File: src/rtl/uart_tx.sv
// 8N1 UART transmitter with a one-entry holding register in front of the shift register.
// A byte waiting in the holding register is launched straight out of the stop bit.
module uart_tx #(
   parameter int unsigned CLKS_PER_BIT = 434
) (
   input  logic       i_fpga_clk,
   input  logic       i_rst,
   input  logic [7:0] i_tx_data,
   input  logic       i_tx_valid,
   output logic       o_tx_ready,
   output logic       o_uart_txd,
   output logic       o_tx_busy,
   output logic       o_tx_done
);

   localparam int unsigned CW = (CLKS_PER_BIT > 2) ? $clog2(CLKS_PER_BIT) : 1;
   localparam logic [CW-1:0] LAST_CNT = CW'(CLKS_PER_BIT - 1);
   localparam logic [CW-1:0] PRE_LAST_CNT = CW'(CLKS_PER_BIT - 2);

   typedef enum logic [1:0] {StIdle, StStart, StData, StStop} state_e;

   state_e        r_state;
   logic [CW-1:0] r_cnt;
   logic [2:0]    r_bit;
   logic [7:0]    r_shift;
   logic [7:0]    r_hold;
   logic          r_hold_full;
   logic          r_txd;
   logic          r_busy;
   logic          r_done;

   logic w_bit_end;
   logic w_accept;
   logic w_load;

   assign w_bit_end = (r_cnt == LAST_CNT);
   assign w_accept  = i_tx_valid & ~r_hold_full;
   // Holding register drains when idle, or on the final stop cycle for gapless frames.
   assign w_load    = r_hold_full &
                      ((r_state == StIdle) | ((r_state == StStop) & w_bit_end));

   assign o_tx_ready = ~r_hold_full;
   assign o_uart_txd = r_txd;
   assign o_tx_busy  = r_busy;
   assign o_tx_done  = r_done;

   always_ff @(posedge i_fpga_clk or posedge i_rst) begin
      if (i_rst) begin
         r_hold_full <= 1'b0;
         r_hold      <= 8'h00;
      end else begin
         if (w_load) begin
            r_hold_full <= 1'b0;
         end
         if (w_accept) begin
            r_hold_full <= 1'b1;
            r_hold      <= i_tx_data;
         end
      end
   end

   always_ff @(posedge i_fpga_clk or posedge i_rst) begin
      if (i_rst) begin
         r_state <= StIdle;
         r_cnt   <= '0;
         r_bit   <= 3'd0;
         r_shift <= 8'h00;
         r_txd   <= 1'b1;
         r_busy  <= 1'b0;
         r_done  <= 1'b0;
      end else begin
         r_done <= 1'b0;
         unique case (r_state)
            StIdle: begin
               if (w_load) begin
                  r_state <= StStart;
                  r_shift <= r_hold;
                  r_cnt   <= '0;
                  r_txd   <= 1'b0;
                  r_busy  <= 1'b1;
               end
            end
            StStart: begin
               if (w_bit_end) begin
                  r_state <= StData;
                  r_cnt   <= '0;
                  r_bit   <= 3'd0;
                  r_txd   <= r_shift[0];
               end else begin
                  r_cnt <= r_cnt + CW'(1);
               end
            end
            StData: begin
               if (w_bit_end) begin
                  r_cnt <= '0;
                  if (r_bit == 3'd7) begin
                     r_state <= StStop;
                     r_txd   <= 1'b1;
                  end else begin
                     r_bit   <= r_bit + 3'd1;
                     r_shift <= {1'b0, r_shift[7:1]};
                     r_txd   <= r_shift[1];
                  end
               end else begin
                  r_cnt <= r_cnt + CW'(1);
               end
            end
            StStop: begin
               // Registered pulse lands on the last stop cycle.
               if (r_cnt == PRE_LAST_CNT) begin
                  r_done <= 1'b1;
               end
               if (w_bit_end) begin
                  r_cnt <= '0;
                  if (r_hold_full) begin
                     r_state <= StStart;
                     r_shift <= r_hold;
                     r_txd   <= 1'b0;
                  end else begin
                     r_state <= StIdle;
                     r_busy  <= 1'b0;
                  end
               end else begin
                  r_cnt <= r_cnt + CW'(1);
               end
            end
            default: begin
               r_state <= StIdle;
            end
         endcase
      end
   end

endmodule

File: config.mk
export PLATFORM = sky130hd
export DESIGN_NAME = uart_tx
export DESIGN_NICKNAME = d
export VERILOG_FILES = /design/src/rtl/uart_tx.sv
export SDC_FILE = /design/constraint.sdc
export NUM_CORES = 1
export LEC_CHECK = 0
export BUFFER_PORTS_ARGS = -buffer_cell sky130_fd_sc_hd__buf_2
export CORE_ASPECT_RATIO = 1.25
export CORE_UTILIZATION = 59
export DETAILED_ROUTE_END_ITERATION = 8
export PLACE_DENSITY = 0.77
export SLEW_MARGIN = 0
export SYNTH_ARGS = -nofsm -noshare
export SYNTH_HDL_FRONTEND = slang
export SYNTH_SLANG_ARGS = --single-unit
File: constraint.sdc
create_clock -name i_fpga_clk -period 2.3 [get_ports i_fpga_clk]
set_input_delay 0.23 -clock i_fpga_clk [delete_from_list [all_inputs] [get_ports i_fpga_clk]]
set_output_delay 0.23 -clock i_fpga_clk [all_outputs]
set_load 0.05 [all_outputs]
======== After elaboration in Yosys (flattened, before gate mapping) ========
Index checks and enable logic that the tools add are counted.
operators by class
  equal/unequal tests ..................... 14
  bitwise logic cells ..................... 5
  add/subtract/negate cells ............... 2
  reduce and logical (&&, ||, !) cells .... 11
  multiplexer cells ....................... 34
operators by type and width
  kind                                                 number
  2-to-1 mux 8 bit                                     5
  one-hot mux 8 bit (3 select lines)                   1
  equality test 9 bit, second input constant           2
  2-to-1 mux 9 bit                                     2
  one-hot mux 9 bit (2 select lines)                   1
  inequality test 2 bit, second input constant         8
  2-to-1 mux 1 bit                                     13
  2-to-1 mux 2 bit                                     5
  AND reduction 5 bit                                  2
  adder 9 x 1 -> 9 bit, second input constant          1
  2-to-1 mux 3 bit                                     3
  one-hot mux 2 bit (4 select lines)                   1
  AND reduction 4 bit                                  2
  one-hot mux 3 bit (2 select lines)                   1
  AND reduction 6 bit                                  1
  nonzero test 2 bit                                   3
  equality test 2 bit, second input constant           2
  one-hot mux 1 bit (4 select lines)                   1
  adder 3 x 1 -> 3 bit, second input constant          1
  bitwise AND 1 bit                                    3
  equality test 3 bit, second input constant           1
  nonzero test 3 bit                                   1
  OR reduction 3 bit                                   1
  equality test 2 x 1 -> 1 bit, second input constant  1
  4 further kinds                                      4
storage, ports and cells
  register bits after elaboration ......... 34
  input bits .............................. 11
  output and inout port bits .............. 4
  logic and storage cells ................. 75

======== Logic depth before layout (Yosys ltp) ========
Gate-level depths: netlist of the first run.
  depth in word-level cells ............... 6
  depth in mapped cells ................... 8
  gate-level depth less buffers ........... 6

======== Worst setup path after synthesis of the first run ========
OpenSTA, ideal clock, no wires.
  kind .................................... reg2reg
  start ................................... register r_state[0]
  end ..................................... register r_shift[0]
  arrival time ............................ 1.776 ns
  slack ................................... 0.399 ns
  path buffers ............................ 2
  cell stages (with the launch flop) ...... 7
  path through ............................ dfrtp_1 > inv_1 > ha_1 > clkbuf_1 > clkbuf_1 > mux2_2 > mux2_4
between the ends
  longest elaborated chain between the ends .. 6
  elaborated cells between the ends (all ways) .. 14
  those cells by class .................... 7 x eq/ne; 1 x mux; 3 x bitwise; 3 x reduce/logical
RTL lines
  element                          RTL line  text
  start, declared                  22        state_e r_state;
  start signal, assigned           64        r_state <= StIdle;
  start signal, assigned           76        r_state <= StStart;
  start signal, assigned           85        r_state <= StData;
  equality test 2 bit              40, 73
  bitwise AND 1 bit                40        ((r_state == StIdle) | ((r_state == StStop) & w_bit_end));
  bitwise OR 1 bit                 40
  bitwise AND 1 bit                39        assign w_load = r_hold_full &
  inequality test 2 bit (no line)  --
  AND reduction 6 bit (no line)    --
  end signal, assigned             77        r_shift <= r_hold;
  end signal, assigned             101       r_shift <= {1'b0, r_shift[7:1]};
  end signal, assigned             117       r_shift <= r_hold;
  end, declared                    25        logic [7:0] r_shift;
Several ways; a longest one is shown, not always the timed one.
A chain may end at the register's enable or synchronous reset.

======== Worst setup path after layout of the first run ========
  start ................................... register r_cnt[1]
  end ..................................... register r_shift[7]
between the ends
  longest elaborated chain between the ends .. 6
  elaborated cells between the ends (all ways) .. 8
  those cells by class .................... 4 x eq/ne; 3 x bitwise; 1 x reduce/logical
RTL lines
  element                          RTL line  text
  start, declared                  23        logic [CW-1:0] r_cnt;
  start signal, assigned           90        r_cnt <= r_cnt + CW'(1);
  start signal, assigned           105       r_cnt <= r_cnt + CW'(1);
  start signal, assigned           124       r_cnt <= r_cnt + CW'(1);
  equality test 9 bit *            36        assign w_bit_end = (r_cnt == LAST_CNT);
  bitwise AND 1 bit                40
  bitwise OR 1 bit                 40
  bitwise AND 1 bit                39
  inequality test 2 bit (no line)  --
  AND reduction 6 bit (no line) *  --
Mark *: on every way between the ends. The rest lies on a longest branch, timed or not.

==> results of run 1 <==
==> power by group <==
group | total, mW | internal [mW] | switching [mW]
clock network | 0.437 | 0.230 | 0.207
logic | 1.27 | 0.678 | 0.596
registers | 1.02 | 0.830 | 0.194
total | 2.74 | 1.74 | 0.997
==> through the flow <==
stage	setup WS [ps]	area, sq um	power, mW	cells
after floorplan	399	1840	2.07	157
after global placement	239	1940	2.22	204
after detailed placement	181	1940	2.31	204
after CTS	155	2020	2.74	213
after global routing	63.8	2020	2.94	213
final	218	2020	2.74	213
==> worst max-delay path, delay by kind of cell (launching register included) <==
| family | cells | cell delay, ps |
|---|---|---|
| muxes | 1 | 330 |
| and+or+nand+nor | 2 | 570 |
| buffers and inverters | 1 | 110 |
| DFF | 1 | 430 |
| adders and majority gates | 1 | 160 |
| AOI/OAI and AO/OA | 1 | 370 |
==> Yosys cell counts, types with 2 or more instances <==
cell,number
inv_1,9
mux2_4,8
nor2_1,9
xor2_1,5
buf_6,2
mux2_2,18
ha_1,10
nand3_1,6
nand4_1,3
nor2b_1,3
and3_1,2
nand2_1,9
a21oi_1,3
o21ai_0,6
o311ai_0,2
nor3_1,2
dfrtp_1,33
o211ai_1,3
clkbuf_1,3
==> layer usage <==
metal / wire length (um) / GRT usage
met3: 82 / 0.0690
met4: 74 / 0.111
met2: 1650 / 0.401
met5: 0 / 0
met1: 1460 / 0.285
==> logic make-up (layout without fill, tap and decap cells) <==
family / after synthesis / after routing / share of synthesized area
mux: 26 / 26 / 0.176
fa+ha+maj: 10 / 10 / 0.0681
simple gates: 44 / 44 / 0.142
buf+inv: 15 / 35 / 0.0395
compound gates: 23 / 23 / 0.0872
xor+xnor: 5 / 5 / 0.0238
flops: 34 / 34 / 0.464
==> sequential cells by signal (all words and copies together) (netlist names) <==
signal       flops
r_hold_full      1
r_cnt            9
o_tx_busy        1
o_uart_txd       1
o_tx_done        1
r_bit            3
r_hold           8
r_state          2
r_shift          8
==> worst paths after layout <==
check                                       from                     end  slack, ps  depth (start not counted)
setup / recovery            r_cnt[1]$_DFFE_PP0N_  r_shift[7]$_DFFE_PP0P_        220                          6
hold / removal                      i_tx_data[0]   r_hold[0]$_DFFE_PP0P_        120                          2
setup reg to reg            r_cnt[1]$_DFFE_PP0N_  r_shift[7]$_DFFE_PP0P_        220                          6
hold reg to reg            r_hold[3]$_DFFE_PP0P_   r_hold[3]$_DFFE_PP0P_        510                          1
max in group asynchronous                  i_rst  o_uart_txd$_DFFE_PP1P_       1450                          4
min in group asynchronous                  i_rst     o_tx_done$_DFF_PP0_        500                          4
==> layout make-up <==
cell class | instances | area [sq um] | share of cell area
Clock inverter | 1 | 30.0 | 0.0149
Clock buffer | 7 | 45.0 | 0.0223
Inverter | 9 | 33.8 | 0.0167
Sequential cell | 34 | 852 | 0.422
Timing Repair Buffer | 18 | 103 | 0.0508
Tap cell | 36 | 45.0 | 0.0223
Multi-Input combinational cell | 108 | 912 | 0.451
==> timing repair <==
action	4_1_cts	5_1_grt
setup endpoints to repair	0	5
resized for setup	0	1
endpoints found under the hold margin	33	0
hold buffers	1	0
==> results.py, run 1 <==
metrics = {
    "status": {
        "status": "finished clean",
    },
    "layout": {
        "nFillCells": 220,
        "syn2layout_area_growth_pct": 10.0,
        "antenna_cells": 0,
        "final_core_util": 0.686,
        "post_route_cells_drive_above_1_share": 0.328,
        "layout_common_cells": "dfrtp_1 (33), mux2_2 (18), buf_2 (14)",
        "fin_nets": 197,
        "final_common_cell": "dfrtp_1",
    },
    "logic_synthesis": {
        "synth_top_area_cell": "dfrtp_1",
        "ys_ff_latch": 34,
        "synth_cell_type_count": 40,
        "async_reset_ff_frac": 1.00,
        "ys_warn_count": 0,
        "ys_seq_area_frac": 0.464,
        "syn_area_sq_um": 1840,
        "synth_enable_flop_cells": 0,
        "synth_area_leaders": "dfrtp_1 (45%), mux2_2 (11%), ha_1 (6.8%), mux2_4 (6.5%), xor2_1 (2.4%)",
        "syn_avg_cell_area_sq_um": 11.7,
        "syn_inst": 157,
        "ys.flop_type": "dfrtp_1",
        "synth.top_cell.area_share": 0.450,
        "synth_nets": 178,
    },
    "setup_path": {
        "path_cells": "inv_1 > ha_1 > nor4bb_4 > and2_4 > o211a_2 > mux2_4",
        "max_stage_delay_ps": 430,
        "critPathLaunchType": "register",
        "crit_slowest_cell": "dfrtp_1",
        "cp-end-kind": "register",
        "cp.arrival_ps": 2310,
        "cp_max_fo": 8,
        "crit_type": "reg2reg",
        "worst_ep_required_time_ps": 2530,
    },
    "timing": {
        "holdWs_ps": 118,
        "timing.fmax_mhz": 480,
        "rsz0062_at_grt": "false",
        "setup_violations": 0,
        "fin_crit_sh": 0.905,
        "skew_ps": 15.7,
        "setup_tns_ps": 0,
        "slew_headroom": 0.724,
        "worst_pin_slew_ps": 413,
        "finalHoldViolations": 0,
        "maxSlewViolCount": 0,
        "period_minus_slack_ps": 2080,
    },
    "routing": {
        "drt-total-wl_um": 3270,
        "routedWlPerCell_um": 15.3,
        "vias": 1231,
        "first_pass_iters": 4,
        "drc_errors": 0,
        "routed_via_density": 5.78,
        "ant_nets": 0,
        "drt_iter0_drc": 36,
    },
    "min_path": {
        "worstHoldPathType": "in2reg",
    },
    "floorplan": {
        "die_y_um": 64.4,
        "io_pins": 15,
        "core_sq_um": 2950,
        "initial_core_util": 0.624,
        "rows": 22,
        "fp.dieW_um": 51.9,
        "die_area_sq_um": 3340,
    },
    "global_route": {
        "grt_pass1_vias": 1287,
        "grt_max_degree": 35,
        "antenna_found_initial": 0,
        "overflow": 0,
        "track_usage": 0.243,
        "grt_pass1_wl_um": 5790,
    },
    "power": {
        "power_density_nw_per_um2": 1350,
        "leakagePower_nw": 0.943,
        "peakVddDrop_v": 0.000867,
    },
    "cts": {
        "post-cts-setup-buffers": 0,
        "insertion_delay_ps": 350,
        "cts_tree": "yes",
        "tritoncts.num_buffers": 5,
        "cts.sinks": 34,
        "h-tree-depth": 2,
        "path_clk_slew_ps": 100,
        "root_buffer": "clkbuf_4",
        "clock_path_buffers": 2,
    },
    "job": {
        "drv_cap": 0,
    },
    "placement": {
        "hpwl_um": 2380,
        "gp_congestion": 0.827,
        "portBuffers": 14,
    },
}
Note: power is estimated with default switching activity, not from simulation.
==> run 2, diff against run 1 <==
--- a/config.mk
+++ b/config.mk
@@ -8,8 +8,10 @@
 export BUFFER_PORTS_ARGS = -buffer_cell sky130_fd_sc_hd__buf_2
 export CORE_ASPECT_RATIO = 1.25
 export CORE_UTILIZATION = 59
+export CTS_CLUSTER_DIAMETER = 50
 export DETAILED_ROUTE_END_ITERATION = 8
 export PLACE_DENSITY = 0.77
+export RECOVER_POWER = 100
 export SLEW_MARGIN = 0
 export SYNTH_ARGS = -nofsm -noshare
 export SYNTH_HDL_FRONTEND = slang
==> run 2 against run 1 <==
Against the previous run:
- design area shrank 1.9%
- hold slack lost 6.0 ps
- routed wire length grew 0.28%
- clock power is essentially flat
- final cell count is the same
- via count grew 0.16%
- worst setup slack gained 13 ps
- critical path depth is the same
- clock-buffer cell count is the same
- core utilization shrank 1.3 points
- flip-flop and latch count is the same
- critical endpoint unchanged
- largest power group unchanged
==> results.py, run 2 (same netlist as run 1, synthesis figures left out) <==
metrics = {
    "status": {
        "status": "finished clean",
    },
    "setup_path": {
        "path_depth": 6,
        "crit_slowest_cell": "dfrtp_1",
        "cp.arrival_ps": 2290,
        "startpoint": "r_cnt[1]$_DFFE_PP0N_",
        "cp-end-kind": "register",
        "critPathLaunchType": "register",
        "cp_max_fo": 8,
        "rrSetupSlack_ps": 230,
        "worst-path-buf-inv": 1,
        "path_delay_family": "simple AND/OR/NAND/NOR gates",
        "timing.rr.start": "r_cnt[1]$_DFFE_PP0N_",
        "crit_type": "reg2reg",
        "r2r-end": "r_shift[7]$_DFFE_PP0P_",
        "crit_end": "r_shift[7]$_DFFE_PP0P_",
        "rr_worst_depth": 6,
        "path_cells": "inv_1 > ha_1 > nor4bb_4 > and2_4 > o211a_2 > mux2_1",
        "max_stage_delay_ps": 430,
        "worst_ep_required_time_ps": 2530,
    },
    "timing": {
        "rsz0062_at_grt": "false",
        "holdWs_ps": 112,
        "setup_violations": 0,
        "worst_pin_slew_ps": 812,
        "finalHoldViolations": 0,
        "fin_crit_sh": 0.899,
        "skew_ps": 16.0,
        "slew_headroom": 0.459,
        "period_minus_slack_ps": 2070,
        "setup_tns_ps": 0,
        "timing.fmax_mhz": 483,
        "maxSlewViolCount": 0,
    },
    "floorplan": {
        "rows": 22,
        "die_y_um": 64.4,
        "io_pins": 15,
        "core_sq_um": 2950,
        "initial_core_util": 0.624,
        "die_area_sq_um": 3340,
        "fp.dieW_um": 51.9,
    },
    "power": {
        "leakagePower_nw": 0.902,
        "internal-power_mw": 1.62,
        "power_density_nw_per_um2": 1310,
        "peakVddDrop_v": 0.000777,
        "power_frac_clock": 0.168,
        "power.net_switching_uw": 978,
        "p_seq_frac": 0.394,
        "p_comb_frac": 0.438,
        "swShare": 0.377,
    },
    "global_route": {
        "grt_pass1_vias": 1287,
        "track_usage": 0.243,
        "grt_pass1_wl_um": 5790,
        "grt_max_degree": 35,
        "overflow": 0,
        "antenna_found_initial": 0,
    },
    "cts": {
        "cts_tree": "yes",
        "tritoncts.num_buffers": 5,
        "root_buffer": "clkbuf_4",
        "h-tree-depth": 2,
        "post-cts-setup-buffers": 0,
        "insertion_delay_ps": 350,
        "path_clk_slew_ps": 100,
        "cts.sinks": 34,
        "clock_path_buffers": 2,
    },
    "min_path": {
        "worstHoldPathType": "in2reg",
    },
    "layout": {
        "syn2layout_area_growth_pct": 7.97,
        "largest_register_ffs": 9,
        "fin_nets": 197,
        "layout_common_cells": "dfrtp_1 (33), mux2_2 (18), ha_1 (10), buf_2 (10)",
        "final_core_util": 0.673,
        "top_regs": "r_cnt: 9 flops, r_hold: 8 flops, r_shift: 8 flops",
        "final_common_cell": "dfrtp_1",
        "largest-register": "r_cnt",
        "antenna_cells": 0,
        "post_route_cells_drive_above_1_share": 0.260,
    },
    "placement": {
        "hpwl_um": 2380,
        "portBuffers": 14,
        "gp_congestion": 0.827,
    },
    "routing": {
        "drt_iter0_drc": 35,
        "routedWlPerCell_um": 15.4,
        "ant_nets": 0,
        "first_pass_iters": 4,
        "drt-total-wl_um": 3280,
        "vias": 1233,
        "routed_via_density": 5.79,
        "drc_errors": 0,
    },
    "job": {
        "drv_cap": 0,
    },
}
run 2: cell types whose count changed in the layout (fill, tap and decap cells not counted), sizes merged:
cell,delta
buf,-6
clkbuf,+6
run 2: layout make-up:
cell class | count | area [sq um]
clock buffers | 7 | 45.0
fillers | 233 | 962
repair buffers | 18 | 91.3
multi-input cells | 108 | 886
inverters | 9 | 33.8
flip-flops and latches | 34 | 852
well taps | 36 | 45.0
clock inverters | 1 | 30.0
run 2: worst min-delay path by stage:
stage / depth (start not counted) / start / end
after floorplan: 1 / i_rst / o_tx_busy$_DFFE_PP0P_
after global placement: 3 / i_rst / o_tx_done$_DFF_PP0_
after detailed placement: 3 / i_rst / r_hold[6]$_DFFE_PP0P_
after CTS: 2 / i_tx_data[0] / r_hold[0]$_DFFE_PP0P_
after global routing: 2 / i_tx_data[0] / r_hold[0]$_DFFE_PP0P_
final: 2 / i_tx_data[0] / r_hold[0]$_DFFE_PP0P_
run 2: power by group through the flow:
stage | Clock, mW | Combinational [mW] | Sequential (mW)
2_1_floorplan | 0 | 1.09 | 0.983
3_3_place_gp | 0 | 1.21 | 1.01
3_5_place_dp | 0 | 1.28 | 1.03
4_1_cts | 0.439 | 1.28 | 1.02
5_1_grt | 0.468 | 1.28 | 1.05
6_report | 0.436 | 1.14 | 1.02
run 2: timing repair:
item                       CTS  global route
hold endpoints to repair    33             0
hold buffers                 1             0
setup endpoints to repair    0             5
resized for setup            0             1
run 2: through the flow:
step | instances | total power, mW | setup WS, ps | cell area (sq um)
detailed placement | 204 | 2.31 | 181 | 1940
CTS | 213 | 2.74 | 155 | 2020
global route | 213 | 2.79 | 74.2 | 1980
floorplan | 157 | 2.07 | 399 | 1840
finish | 213 | 2.59 | 232 | 1980
global placement | 204 | 2.22 | 239 | 1940
run 2: metal layers:
layer,wire length [um],vias to the layer above,global-route usage
met4,70,0,0.111
li1,-,594,-
met1,1460,609,0.285
met3,105,9,0.0690
met2,1640,21,0.401
met5,0,-,0
